--- src/rtl/ras_ctrl.sv ---
// Fetch-side RAS controller: decodes calls/returns/branches into RAS strobes,
// tracks unresolved branches and re-times the RAS read into a return prediction.
module ras_ctrl #(
    parameter int WIDTH        = 32,
    parameter int MAX_BRANCHES = 16,
    parameter int CNT_W        = 5
) (
    input  logic             clk,
    input  logic             reset,
    input  logic             in_valid,
    output logic             in_ready,
    input  logic [31:0]      in_instr,
    input  logic [WIDTH-1:0] in_pc,
    input  logic             resolve_valid,
    input  logic             resolve_mispredict,
    output logic             ras_push,
    output logic             ras_pop,
    output logic             ras_branch,
    output logic             ras_close_valid,
    output logic             ras_close_invalid,
    output logic [WIDTH-1:0] ras_din,
    input  logic [WIDTH-1:0] ras_dout,
    input  logic             ras_empty,
    output logic             pred_valid,
    output logic [WIDTH-1:0] pred_target,
    output logic [WIDTH-1:0] pred_pc,
    output logic             pred_miss,
    output logic [CNT_W-1:0] outstanding,
    output logic             err
);

    localparam logic [6:0]       OP_COND = 7'b1100011;
    localparam logic [6:0]       OP_JAL  = 7'b1101111;
    localparam logic [6:0]       OP_JALR = 7'b1100111;
    localparam logic [CNT_W-1:0] FULL    = CNT_W'(MAX_BRANCHES + 1);

    logic [6:0]       opcode;
    logic [4:0]       rd;
    logic [4:0]       rs1;
    logic             rd_link;
    logic             rs1_link;
    logic             dec_push;
    logic             dec_pop;
    logic             dec_branch;
    logic             flush;
    logic             fire;
    logic             close_ok;
    logic             err_set;
    logic             p1;
    logic [CNT_W-1:0] cnt_next;
    logic             unused_instr;

    assign opcode       = in_instr[6:0];
    assign rd           = in_instr[11:7];
    assign rs1          = in_instr[19:15];
    assign unused_instr = ^{in_instr[31:20], in_instr[14:12]};
    assign rd_link      = (rd == 5'd1) || (rd == 5'd5);
    assign rs1_link     = (rs1 == 5'd1) || (rs1 == 5'd5);

    always_comb begin
        dec_push   = 1'b0;
        dec_pop    = 1'b0;
        dec_branch = 1'b0;
        case (opcode)
            OP_JAL:  dec_push = rd_link;
            OP_JALR: begin
                if (rd_link && !rs1_link) begin
                    dec_push = 1'b1;
                end else if (!rd_link && rs1_link) begin
                    dec_pop = 1'b1;
                end else if (rd_link && rs1_link) begin
                    dec_push = 1'b1;
                    dec_pop  = (rd != rs1);
                end
            end
            OP_COND: dec_branch = 1'b1;
            default: ;
        endcase
    end

    assign flush    = resolve_valid && resolve_mispredict;
    assign in_ready = !flush && !(dec_branch && (outstanding == FULL));
    assign fire     = in_valid && in_ready;
    assign close_ok = resolve_valid && !resolve_mispredict && (outstanding != '0);
    assign err_set  = resolve_valid && !resolve_mispredict && (outstanding == '0);

    // Strobes are forced low while reset is held, independent of the inputs.
    assign ras_push          = fire && dec_push && !reset;
    assign ras_pop           = fire && dec_pop && !reset;
    assign ras_branch        = fire && dec_branch && !reset;
    assign ras_close_valid   = close_ok && !reset;
    assign ras_close_invalid = flush && !reset;
    assign ras_din           = in_pc + WIDTH'(4);

    always_comb begin
        cnt_next = outstanding;
        if (flush) begin
            cnt_next = '0;
        end else if ((fire && dec_branch) && !close_ok) begin
            cnt_next = outstanding + CNT_W'(1);
        end else if (close_ok && !(fire && dec_branch)) begin
            cnt_next = outstanding - CNT_W'(1);
        end
    end

    always_ff @(posedge clk or posedge reset) begin
        if (reset) begin
            outstanding <= '0;
            err         <= 1'b0;
            p1          <= 1'b0;
            pred_pc     <= '0;
            pred_miss   <= 1'b0;
        end else begin
            outstanding <= cnt_next;
            if (err_set) begin
                err <= 1'b1;
            end
            p1 <= fire && dec_pop;
            if (fire && dec_pop) begin
                pred_pc   <= in_pc;
                pred_miss <= ras_empty;
            end
        end
    end

    // RAS read is registered inside the RAS, so its dout lines up with p1.
    assign pred_valid  = p1 && !flush;
    assign pred_target = ras_dout;

endmodule

--- config.mk ---
export PLATFORM = sky130hd
export DESIGN_NAME = ras_ctrl
export DESIGN_NICKNAME = d
export VERILOG_FILES = /design/src/rtl/ras_ctrl.sv
export SDC_FILE = /design/constraint.sdc
export NUM_CORES = 1
export LEC_CHECK = 0
export CORE_UTILIZATION = 33
export CTS_CLUSTER_SIZE = 12
export DETAILED_ROUTE_END_ITERATION = 10
export GPL_TIMING_DRIVEN = 0
export PLACE_DENSITY = 0.82
export SYNTH_ARGS = -nofsm -noshare
export SYNTH_HDL_FRONTEND = slang
export SYNTH_SLANG_ARGS = --single-unit
export TNS_END_PERCENT = 30
--- constraint.sdc ---
create_clock -name clk -period 3.1 [get_ports clk]
set_clock_uncertainty 0.05 [all_clocks]
set_input_delay 0.775 -clock clk [delete_from_list [all_inputs] [get_ports clk]]
set_output_delay 0.775 -clock clk [all_outputs]
set_load 0.05 [all_outputs]
# After elaboration in Yosys (flattened, before gate mapping)
# Index checks and enable logic that the tools add are counted.
[word_totals] inputBits=102 n_memories=0 mem_bits_ro=0 latch_bits=0 out_inout_bits=110 regBits=40 ramBits=0 wordCells=63
[classes] magnitude_cmp=0 eq_ne=9 shifts=0 multipliers=0 n_reduce_logical=34 div=0 n_mux=12 n_addsub=3 bitwise=0
[op_table] operator="adder 32 x 3 -> 32 bit, second input constant" n=1
[op_table] operator="== test 7 bit, second input constant" n=3
[op_table] operator="logical AND 1 bit" n=21
[op_table] operator="2-to-1 mux 5 bit" n=3
[op_table] operator="== test 5 x 1 -> 1 bit, second input constant" n=2
[op_table] operator="== test 5 x 3 -> 1 bit, second input constant" n=2
[op_table] operator="logical NOT 1 bit" n=8
[op_table] operator="2-to-1 mux 1 bit" n=8
[op_table] operator="adder 5 x 1 -> 5 bit, second input constant" n=1
[op_table] operator="== test 5 bit, second input constant" n=1
[op_table] operator="logical NOT 5 bit" n=1
[op_table] operator="inequality test 5 bit" n=1
[op_table] operator="nonzero test 5 bit" n=1
[op_table] operator="subtractor 5 x 1 -> 5 bit, second input constant" n=1
[op_table] operator="nonzero test 3 bit" n=1
[op_table] operator="logical OR 1 bit" n=2
[op_table] operator="one-hot mux 1 bit (2 select lines)" n=1

# Logic depth before layout (Yosys ltp)
# Gate-level depths: netlist (run 1).
[logic_depth] word_depth=12 mapped_depth=11 mapped_depth_nobuf=10

# Least setup slack after synthesis (run 1)
# OpenSTA, ideal clock, no wires.
[synth_path] path_kind="input-to-output" startpoint="input port in_instr[11]" endpoint="output port ras_push" path_stages=2 n_path_buf=0 arrival_ns=3.011 slack_ns=-0.736 t_required_ns=2.275 path_cell_list="or4b_2 nor4_1"
[synth_between] elab_chain_cells=9 word_cells_on_any_way=13 cone_classes="2 x eq/ne; 4 x mux; 7 x reduce/logical"
[synth_lines] item="start, declared" line="12" text="input logic [31:0] in_instr,"
[synth_lines] item="== test 5 x 1 -> 1 bit or == test 5 x 3 -> 1 bit (tied branches)" line="57" text="assign rd_link = (rd == 5'd1) || (rd == 5'd5);"
[synth_lines] item="logical OR 1 bit *" line="57"
[synth_lines] item="logical AND 1 bit or logical NOT 1 bit (tied branches)" line="71, 69"
[synth_lines] item="2-to-1 mux 1 bit or logical AND 1 bit (tied branches)" line="71, 69"
[synth_lines] item="2-to-1 mux 1 bit" line="69" text="end else if (!rd_link && rs1_link) begin"
[synth_lines] item="2-to-1 mux 1 bit" line="67" text="if (rd_link && !rs1_link) begin"
[synth_lines] item="one-hot mux 1 bit (2 select lines) *" line="64" text="case (opcode)"
[synth_lines] item="logical AND 1 bit * (2 in a row)" line="88" text="assign ras_push = fire && dec_push && !reset;"
[synth_lines] item="end, declared" line="16" text="output logic ras_push,"
# Mark *: on every way between the ends. The rest lies on a longest branch, timed or not.

# Worst setup path after layout (run 1)
[layout_path] startpoint="input port in_pc[10]" endpoint="output port ras_din[29]"
[layout_between] elab_chain_cells=1
[layout_lines] item="start, declared" line="13" text="input logic [WIDTH-1:0] in_pc,"
[layout_lines] item="adder 32 x 3 -> 32 bit" line="93" text="assign ras_din = in_pc + WIDTH'(4);"
[layout_lines] item="end, declared" line="21" text="output logic [WIDTH-1:0] ras_din,"
# No other way between the ends.

==> impl_metrics.ini, run 1 <==
[cts]
tritoncts = done
cts-hold-fix-buffers = 0
cts_max_level = 2
clock-sinks = 40
clockBufferDepth = 2
cts-buffers-inserted = 5
cts.clk_slew.worst_paths_ps = 70
clock_latency_ps = 290
cts_root_buffer = clkbuf_8

[critical_path]
start_kind = input port
r2r_cells = 9
crit_type = input port to output pin
crit-reg2reg-capture = outstanding[4]
startpoint = in_pc[10]
r2r_setup_slack_ps = 330
critPathMaxFanout = 5
crit_arrival_ps = 2350
crit_required_ps = 2270
cp-end-kind = output pin
rr_startpoint = outstanding[1]

[yosys]
yosysWarnings = 0
syn_area_per_cell_um2 = 10.4
synth_top_family_by_area = multiplexers
synth_flop_cell = dfrtp_1
synth_top_cell_by_area = dfrtp_1
synthMuxAreaShare_pct = 16.8
synth.area.top_cells = dfrtp_1 (39%), mux2_2 (15%), buf_4 (11%)
synth_commonest_cells = dfrtp_1 (40), buf_4 (37), mux2_2 (34)
syn_inst = 247
synth_top_area_share_pct = 38.9
synth_most_common_cell = dfrtp_1
ys_async_sr_fraction_pct = 100
synth_edf_count = 0
ys_seq_area_share_pct = 38.9
yosys.area_share.simple_pct = 15.7
synth_fp_nets = 355
synthAdderAreaFrac_pct = 3.21
synthXorXnorAreaFrac_pct = 11.2
syn_area_mm2 = 0.00257
synth-compound-area-share_pct = 1.80
synth_cell_types = 33
ys_ff_latch = 40

[global_route]
grt_use_total_pct = 19.4
overflow = 0
grt_max_degree = 42
grt_pass1_wl_mm = 12.7
antenna_found_initial = 0
grt_pass1_vias = 2569

[timing]
rsz0062_at_grt = true
tightest_slew_ps = 567
period_minus_slack_ps = 3180
setup_slack_ps = -77.5
maxSlewViolCount = 0
finalCritPeriodShare_pct = 102
max_slew_margin_pct = 62.0
fmax_ghz = 0.315
hold_viol = 0
tns_ps = -79.3
setup_viol = 2

[power]
switchingPower_uw = 763
leakage_uw = 0.00228
combPwrFrac_pct = 44.7
fin_total_pwr_uw = 2000
swShare_pct = 38.1
p_clk_share_pct = 24.9
peakVddDrop_mv = 0.233
power.internal_uw = 1240
seq_power_share_pct = 30.4
p_per_area_mw_per_mm2 = 410

[floorplanning]
pin_count = 212
core_area_mm2 = 0.00741
initial_core_util_pct = 34.7
die_h_um = 90.3
dieArea_mm2 = 0.00815
num_rows = 31
fp.dieW_um = 90.3

[outcome]
status = finished, violations left
violations = setup timing

[drt]
via_count = 2560
firstDrtPassIters = 4
drt-vias-per-instance = 4.69
drt.antenna.violating_nets = 0
drc_errors = 0
first_iter_violations = 46
wire_per_inst_um = 14.7
drt_wl_total_mm = 8.05

[min_path]
worstHoldPathCells = 1
holdCritPathClass = flip-flop to flip-flop
hp-start = err
whs_endpoint = err

[placement]
routabilityCongestion = 0.752
hpwlAfterDp_mm = 5.80
io_buffers = 164

[finish]
antenna_cells = 0
drive_above_1_share_pct = 43.6
nNetsFinal = 555
final.fill_count = 574
multiInputGateArea_mm2 = 0.00151
regArea_mm2 = 0.00100
syn_to_final_growth_pct = 90.1

[run]
drv_cap = 0
==> power by group through the flow <==
| stage | clock (uW) | combinational, uW | sequential (uW) |
|---|---|---|---|
| finish | 498 | 895 | 608 |
| global route | 540 | 943 | 612 |
| CTS | 511 | 866 | 607 |
| detailed placement | 0 | 853 | 616 |
| global placement | 0 | 832 | 613 |
| floorplan | 0 | 428 | 728 |
==> cell type report <==
type                    instances  area share, %
plain buffers                  37           5.69
clock buffers                   5           1.41
clock inverters                 2           1.23
inverters                       9          0.794
multi-input cells             160           31.0
flip-flops and latches         40           20.5
well taps                      99           2.54
repair buffers                194           36.9
==> cell families (layout without fill, tap and decap cells) <==
family	count (synthesis)	after routing
XOR/XNOR	32	32
AND/OR/NAND/NOR	77	77
adder cells (fa/ha/maj)	6	6
buffers and inverters	47	247
multiplexers	39	39
flip-flops	40	40
AO/OA/AOI/OAI	6	6
==> stage by stage <==
stage,hold slack (ps),std cells,setup WS [ps],instance area [um2],util (%)
floorplan,730,247,-381,2690,-
global placement,411,510,-1970,4460,60.1
detailed placement,425,510,-2030,4460,60.1
finish,432,546,-77.5,4880,65.9
CTS,438,535,-52.4,4770,64.4
global route,442,546,-133,4880,65.9
==> layer usage <==
metal / up-vias / GRT usage (%) / part of all wire (%)
li1: 1208 / - / -
met1: 1198 / 21.5 / 37
met2: 142 / 35.9 / 54
met3: 12 / 5.05 / 7.5
met4: 0 / 6.32 / 1.6
met5: - / 0 / 0
==> state kept, by name, indices dropped and copies added (netlist names) <==
register	flops
pred_pc	32
p1	1
pred_miss	1
outstanding	5
err	1
==> repair_timing <==
item,4_1_cts,5_1_grt
pin swaps,24,14
cloned,0,0
gates resized for setup,229,49
setup endpoints to repair,69,26
buffers inserted,19,11
==> how the worst max path moves through the flow <==
stage          slack, ps  cells after the start        endpoint
2_1_floorplan       -380                     10  outstanding[4]
3_3_place_gp       -1970                      7     ras_din[29]
3_5_place_dp       -2030                      7     ras_din[29]
4_1_cts              -50                      9     ras_din[26]
5_1_grt             -130                     10     ras_din[29]
6_report             -80                     10     ras_din[29]
==> critical path: stages <==
cell	delay, ps
buf_8	80
nand4_1	100
buf_6	140
nor4_4	260
buf_4	190
nand4_1	130
buf_6	170
nor3_4	180
xor2_2	160
buf_6	170
==> layout by cell type, fill, tap and decap left out, types with 4 or more instances in the layout <==
master / instances
mux2_2: 33
clkbuf_2: 11
buf_4: 68
mux2i_1: 5
buf_8: 5
clkdlybuf4s50_1: 101
xnor2_1: 17
xor2_2: 5
nor2_1: 10
ha_1: 4
inv_1: 8
xor2_1: 6
buf_6: 13
dfrtp_1: 40
nor2_4: 4
nor4_4: 4
clkdlybuf4s15_2: 7
nand2_1: 17
dlygate4sd2_1: 13
clkbuf_8: 5
nand4_1: 7
nand3_1: 9
buf_2: 8
Note: power is estimated with default switching activity, not from simulation.
==> run 2: changes to the inputs <==
--- a/config.mk
+++ b/config.mk
@@ -5,11 +5,11 @@
 export SDC_FILE = /design/constraint.sdc
 export NUM_CORES = 1
 export LEC_CHECK = 0
-export CORE_UTILIZATION = 33
+export CORE_UTILIZATION = 35
 export CTS_CLUSTER_SIZE = 12
 export DETAILED_ROUTE_END_ITERATION = 10
 export GPL_TIMING_DRIVEN = 0
-export PLACE_DENSITY = 0.82
+export PLACE_DENSITY = 0.86
 export SYNTH_ARGS = -nofsm -noshare
 export SYNTH_HDL_FRONTEND = slang
 export SYNTH_SLANG_ARGS = --single-unit
==> constraint.sdc (replaced) <==
create_clock -name clk -period 3.7 [get_ports clk]
set_clock_uncertainty 0.05 [all_clocks]
set_input_delay 0.925 -clock clk [delete_from_list [all_inputs] [get_ports clk]]
set_output_delay 0.925 -clock clk [all_outputs]
set_load 0.05 [all_outputs]
==> run 2 against run 1 <==
  * The run now ends clean
  * Final cell count is 3.7% lower
  * Critical path depth is 4 lower
  * Routed wire length is 7.3% lower
  * Die area is 5.6% lower
  * First-iteration DRC count is 33% higher
  * Worst setup slack better by 170 ps
  * Global-route usage is 0.18 points lower
==> impl_metrics.ini, run 2 (same netlist as run 1, synthesis figures left out) <==
[drt]
drt_wl_total_mm = 7.46
drt-vias-per-instance = 4.69
wire_per_inst_um = 14.2
via_count = 2467
drc_errors = 0
firstDrtPassIters = 4
first_iter_violations = 61
drt.antenna.violating_nets = 0

[critical_path]
cp_top_family = buffers and inverters
r2r_cells = 10
critPathMaxFanout = 4
slowest_delay_ps = 530
crit_required_ps = 2720
cp_num_cells = 6
crit_arrival_ps = 2640
rr_startpoint = outstanding[1]
cp-end-kind = output pin
cp-endpoint = ras_din[29]
startpoint = in_pc[21]
r2r_setup_slack_ps = 800
start_kind = input port
crit_type = input port to output pin
slowest_stage = clkdlybuf4s50_1
path_cells = clkdlybuf4s50_1 -> and4_4 -> nand4_1 -> nor3_2 -> xor2_1 -> buf_4
crit_buf_inv = 2
crit-reg2reg-capture = outstanding[4]

[power]
leakage_uw = 0.00217
peakVddDrop_mv = 0.163
fin_total_pwr_uw = 1560
p_per_area_mw_per_mm2 = 340

[global_route]
gr-usage-met2_pct = 35.3
grt_pass1_wl_mm = 11.5
grt_use_total_pct = 19.2
grt_use_met3_pct = 6.50
overflow = 0
grt_pass1_vias = 2520
grt_max_degree = 42
grt.busiest_layer = met2
antenna_found_initial = 0
use_met1_pct = 20.6

[finish]
regArea_mm2 = 0.00100
final_cells = 526
drive_above_1_share_pct = 33.7
largest-register = pred_pc
nNetsFinal = 537
layout_commonest_cell = clkdlybuf4s50_1
antenna_cells = 0
final_cell_mix = clkdlybuf4s50_1 (111), buf_4 (59), dfrtp_1 (40)
largest_reg_flops = 32
final.fill_count = 574
reg_top3 = pred_pc: 32 flops, outstanding: 5 flops
syn_to_final_growth_pct = 77.9
fin_area_mm2 = 0.00457
multiInputGateArea_mm2 = 0.00138

[cts]
tritoncts = done
cts-buffers-inserted = 5
clock-sinks = 40
clock_latency_ps = 290
cts.clk_slew.worst_paths_ps = 80
cts-hold-fix-buffers = 0
cts_max_level = 2
cts_root_buffer = clkbuf_8
clockBufferDepth = 2

[timing]
tns_ps = 0
maxSlewViolCount = 0
tightest_slew_ps = 546
fin_hold_ws_ps = 419
period_minus_slack_ps = 3610
rsz0062_at_grt = false
finalCritPeriodShare_pct = 97.6
fmax_ghz = 0.277
setup_viol = 0
max_slew_margin_pct = 63.5
hold_viol = 0

[placement]
routabilityCongestion = 0.799
dp.cells = 507
io_buffers = 164
dpl_cell_area_mm2 = 0.00435
hpwlAfterDp_mm = 5.82

[floorplanning]
initial_core_util_pct = 37.0
die_h_um = 87.7
fp.dieW_um = 87.7
core_area_mm2 = 0.00694
num_rows = 30
dieArea_mm2 = 0.00769
pin_count = 212

[min_path]
holdCritPathClass = flip-flop to flip-flop

[run]
drv_cap = 0

[outcome]
status = complete, no violations
==> run 2: changes by cell type in the layout (fill, tap and decap cells not counted), sizes merged <==
cell           change
buf               -26
clkdlybuf4s50     +10
clkdlybuf4s15      -6
dlymetal6s2s       +6
clkbuf             -3
dlygate4sd2        +2
bufinv             -1
clkinv             +1
==> run 2: how the worst min path moves through the flow <==
stage	cells after the start	startpoint	slack, ps	end
after floorplan	1	err	730	err
after global placement	1	err	400	err
after detailed placement	1	err	400	err
after CTS	1	err	420	err
after global routing	1	err	440	err
final	1	err	420	err
==> run 2: layout make-up <==
class                      count  share of cell area [%]
timing repair buffer         176                    36.1
clock buffer                   6                    1.59
buffer                        37                    6.08
multi-input combinational    160                    30.2
inverter                       9                   0.794
clock inverter                 2                   0.766
sequential                    40                    21.9
tap                           96                    2.63
==> run 2: stage by stage <==
step / setup WS, ps / utilization [%]
finish: 89.3 / 65.8
global route: 2.82 / 65.8
CTS: -88.0 / 65.3
detailed placement: -1740 / 62.7
global placement: -1670 / 62.7
floorplan: -209 / -
==> run 2: timing repair <==
item	CTS	global route
setup buffers	5	7
gates resized for setup	135	63
pin swaps	9	16
setup endpoints to repair	32	20
==> run 2: worst register-to-register path: cells and delay by family, from the launching register on <==
kind,cells,cell delay (ps)
mux,2,380
simple gates,5,1160
fa+ha+maj,1,400
flops,1,460
compound gates,2,350
==> run 2: where the power goes <==
part           leakage, uW  switching [uW]  internal [uW]
Combinational      0.00156             418            279
Clock            0.0000552             152            200
Sequential        0.000548            40.1            466
Total              0.00217             610            946
==> run 2: layer usage <==
metal / vias to the layer above / share of wire [%]
met5: - / 0
met4: 0 / 2.0
met3: 16 / 9.1
met2: 127 / 51
met1: 1153 / 38
li1: 1171 / -
==> run 3: changes to the inputs <==
--- a/config.mk
+++ b/config.mk
@@ -5,9 +5,11 @@
 export SDC_FILE = /design/constraint.sdc
 export NUM_CORES = 1
 export LEC_CHECK = 0
+export CORE_ASPECT_RATIO = 0.8
 export CORE_UTILIZATION = 35
 export CTS_CLUSTER_SIZE = 12
 export DETAILED_ROUTE_END_ITERATION = 10
+export GPL_ROUTABILITY_DRIVEN = 0
 export GPL_TIMING_DRIVEN = 0
 export PLACE_DENSITY = 0.86
 export SYNTH_ARGS = -nofsm -noshare
==> run 3 against run 2 <==
  * The run now ends with DRC left
  * Total power is 3.6% lower
  * Critical path depth unchanged
  * First-iteration DRC count fell by 11%
  * Global-route usage fell by 0.68 points
  * Highest routed layer unchanged
  * Routed wire length fell by 2.9%
  * Non-clock buffer count increased by 3
  * Count of clock-buffer cells in the layout up 2
  * Critical path type unchanged
  * Largest cell class unchanged
==> impl_metrics.ini, run 3 (same netlist as run 1, synthesis figures left out) <==
[global_route]
grt_pass1_vias = 2432
grt_pass1_wl_mm = 11.3
overflow = 0
grt_max_degree = 42
antenna_found_initial = 0
grt_use_total_pct = 18.5

[timing]
maxSlewViolCount = 0
tightest_slew_ps = 864
setup_slack_ps = 102
hold_viol = 0
max_slew_margin_pct = 42.4
setup_viol = 0
finalCritPeriodShare_pct = 97.2
fmax_ghz = 0.278
period_minus_slack_ps = 3600
rsz0062_at_grt = true

[cts]
cts-buffers-inserted = 5
tritoncts = done
cts.clk_slew.worst_paths_ps = 80
cts_root_buffer = clkbuf_8
clockBufferDepth = 2
clock_latency_ps = 280
clock-sinks = 40
cts-hold-fix-buffers = 0
cts_max_level = 2

[critical_path]
path_cells = dlygate4sd2_1 -> nand4_1 -> buf_4 -> nor2_1 -> xor2_1 -> clkdlybuf4s50_1
slowest_stage = clkdlybuf4s50_1
cp-end-kind = output pin
start_kind = input port
crit_arrival_ps = 2620
crit_required_ps = 2720
crit_type = input port to output pin
critPathMaxFanout = 4
slowest_delay_ps = 840
crit_buf_inv = 3
cp_top_family = buffers and inverters

[power]
p_per_area_mw_per_mm2 = 329
fin_total_pwr_uw = 1500
leakage_uw = 0.00216
peakVddDrop_mv = 0.187

[outcome]
status = finished, violations left
violations = DRC

[floorplanning]
pin_count = 212
fp.dieW_um = 97.8
num_rows = 27
initial_core_util_pct = 36.8
core_area_mm2 = 0.00699
die_h_um = 78.6
dieArea_mm2 = 0.00769

[placement]
dp_slack_ps = -1740
io_buffers = 164
hpwlAfterDp_mm = 5.66

[min_path]
holdCritPathClass = flip-flop to flip-flop

[finish]
fin_util_pct = 65.2
final_cell_mix = clkdlybuf4s50_1 (112), buf_4 (58), dfrtp_1 (40)
reg_top3 = pred_pc: 32 flops, outstanding: 5 flops
drive_above_1_share_pct = 33.5
layout_commonest_cell = clkdlybuf4s50_1
largest_reg_flops = 32
largest-register = pred_pc
nNetsFinal = 540
syn_to_final_growth_pct = 77.4
antenna_cells = 0

[drt]
drt-vias-per-instance = 4.77
wire_per_inst_um = 13.9
first_iter_violations = 54
firstDrtPassIters = 7
drt.antenna.violating_nets = 0
drt_wl_total_mm = 7.24
drc_errors = 28
via_count = 2479

[run]
drv_cap = 0
==> run 3: what timing repair did <==
| action | 4_1_cts | 5_1_grt |
|---|---|---|
| endpoints found under the setup margin | 33 | 23 |
| cloned | 0 | 0 |
| pin swaps | 12 | 12 |
| setup buffers | 8 | 7 |
| gates resized for setup | 138 | 40 |
==> run 3: per-layer routing <==
layer / track usage, % / part of all wire [%] / vias up
met5: 0 / 0 / -
met4: 5.00 / 0.94 / 0
met3: 5.97 / 8.9 / 6
met2: 33.5 / 52 / 109
met1: 21.1 / 38 / 1179
li1: - / - / 1185
==> run 3: worst reg2reg max path, cell delays in order, from the launching register on <==
cell and delay, ps:
dfrtp_1 450, nor3_1 130, and3_1 240, nor4_4 390
nand2_2 170, fa_2 400, a21o_1 180, a21o_1 160
or2_2 260, mux2_4 270, mux2i_1 120
==> run 3: cell type report <==
type / instances / area, um2
inverter: 9 / 33.8
timing repair buffer: 179 / 1670
buffer: 37 / 278
multi-input combinational: 160 / 1380
fill: 565 / 2430
clock buffer: 8 / 90.1
sequential: 40 / 1000
tap: 87 / 109
==> run 3: power breakdown <==
group	switching (uW)	internal, uW	leakage, uW	total [uW]
Sequential	38.2	467	0.000548	505
Clock	142	152	0.0000455	294
Combinational	419	282	0.00157	700
Total	599	900	0.00216	1500
==> run 3: metrics by stage <==
stage / instance area, um2 / std cells / hold slack (ps) / setup TNS [ps]
finish: 4560 / 520 / 424 / 0
global route: 4560 / 520 / 437 / -106
CTS: 4540 / 514 / 427 / -299
detailed placement: 4340 / 498 / 406 / -30880
global placement: 4340 / 498 / 422 / -28730
floorplan: 2590 / 247 / 730 / -987
==> run 3: final timing paths <==
kind	slack, ps	cells after the start	startpoint	to
min in group asynchronous	1250	2	reset	p1
worst max register to register	780	10	outstanding[1]	outstanding[4]
max in group asynchronous	1800	2	reset	pred_pc[12]
worst max-delay path	100	6	in_pc[3]	ras_din[7]
worst min register to register	420	1	err	err
worst min-delay path	420	1	err	err
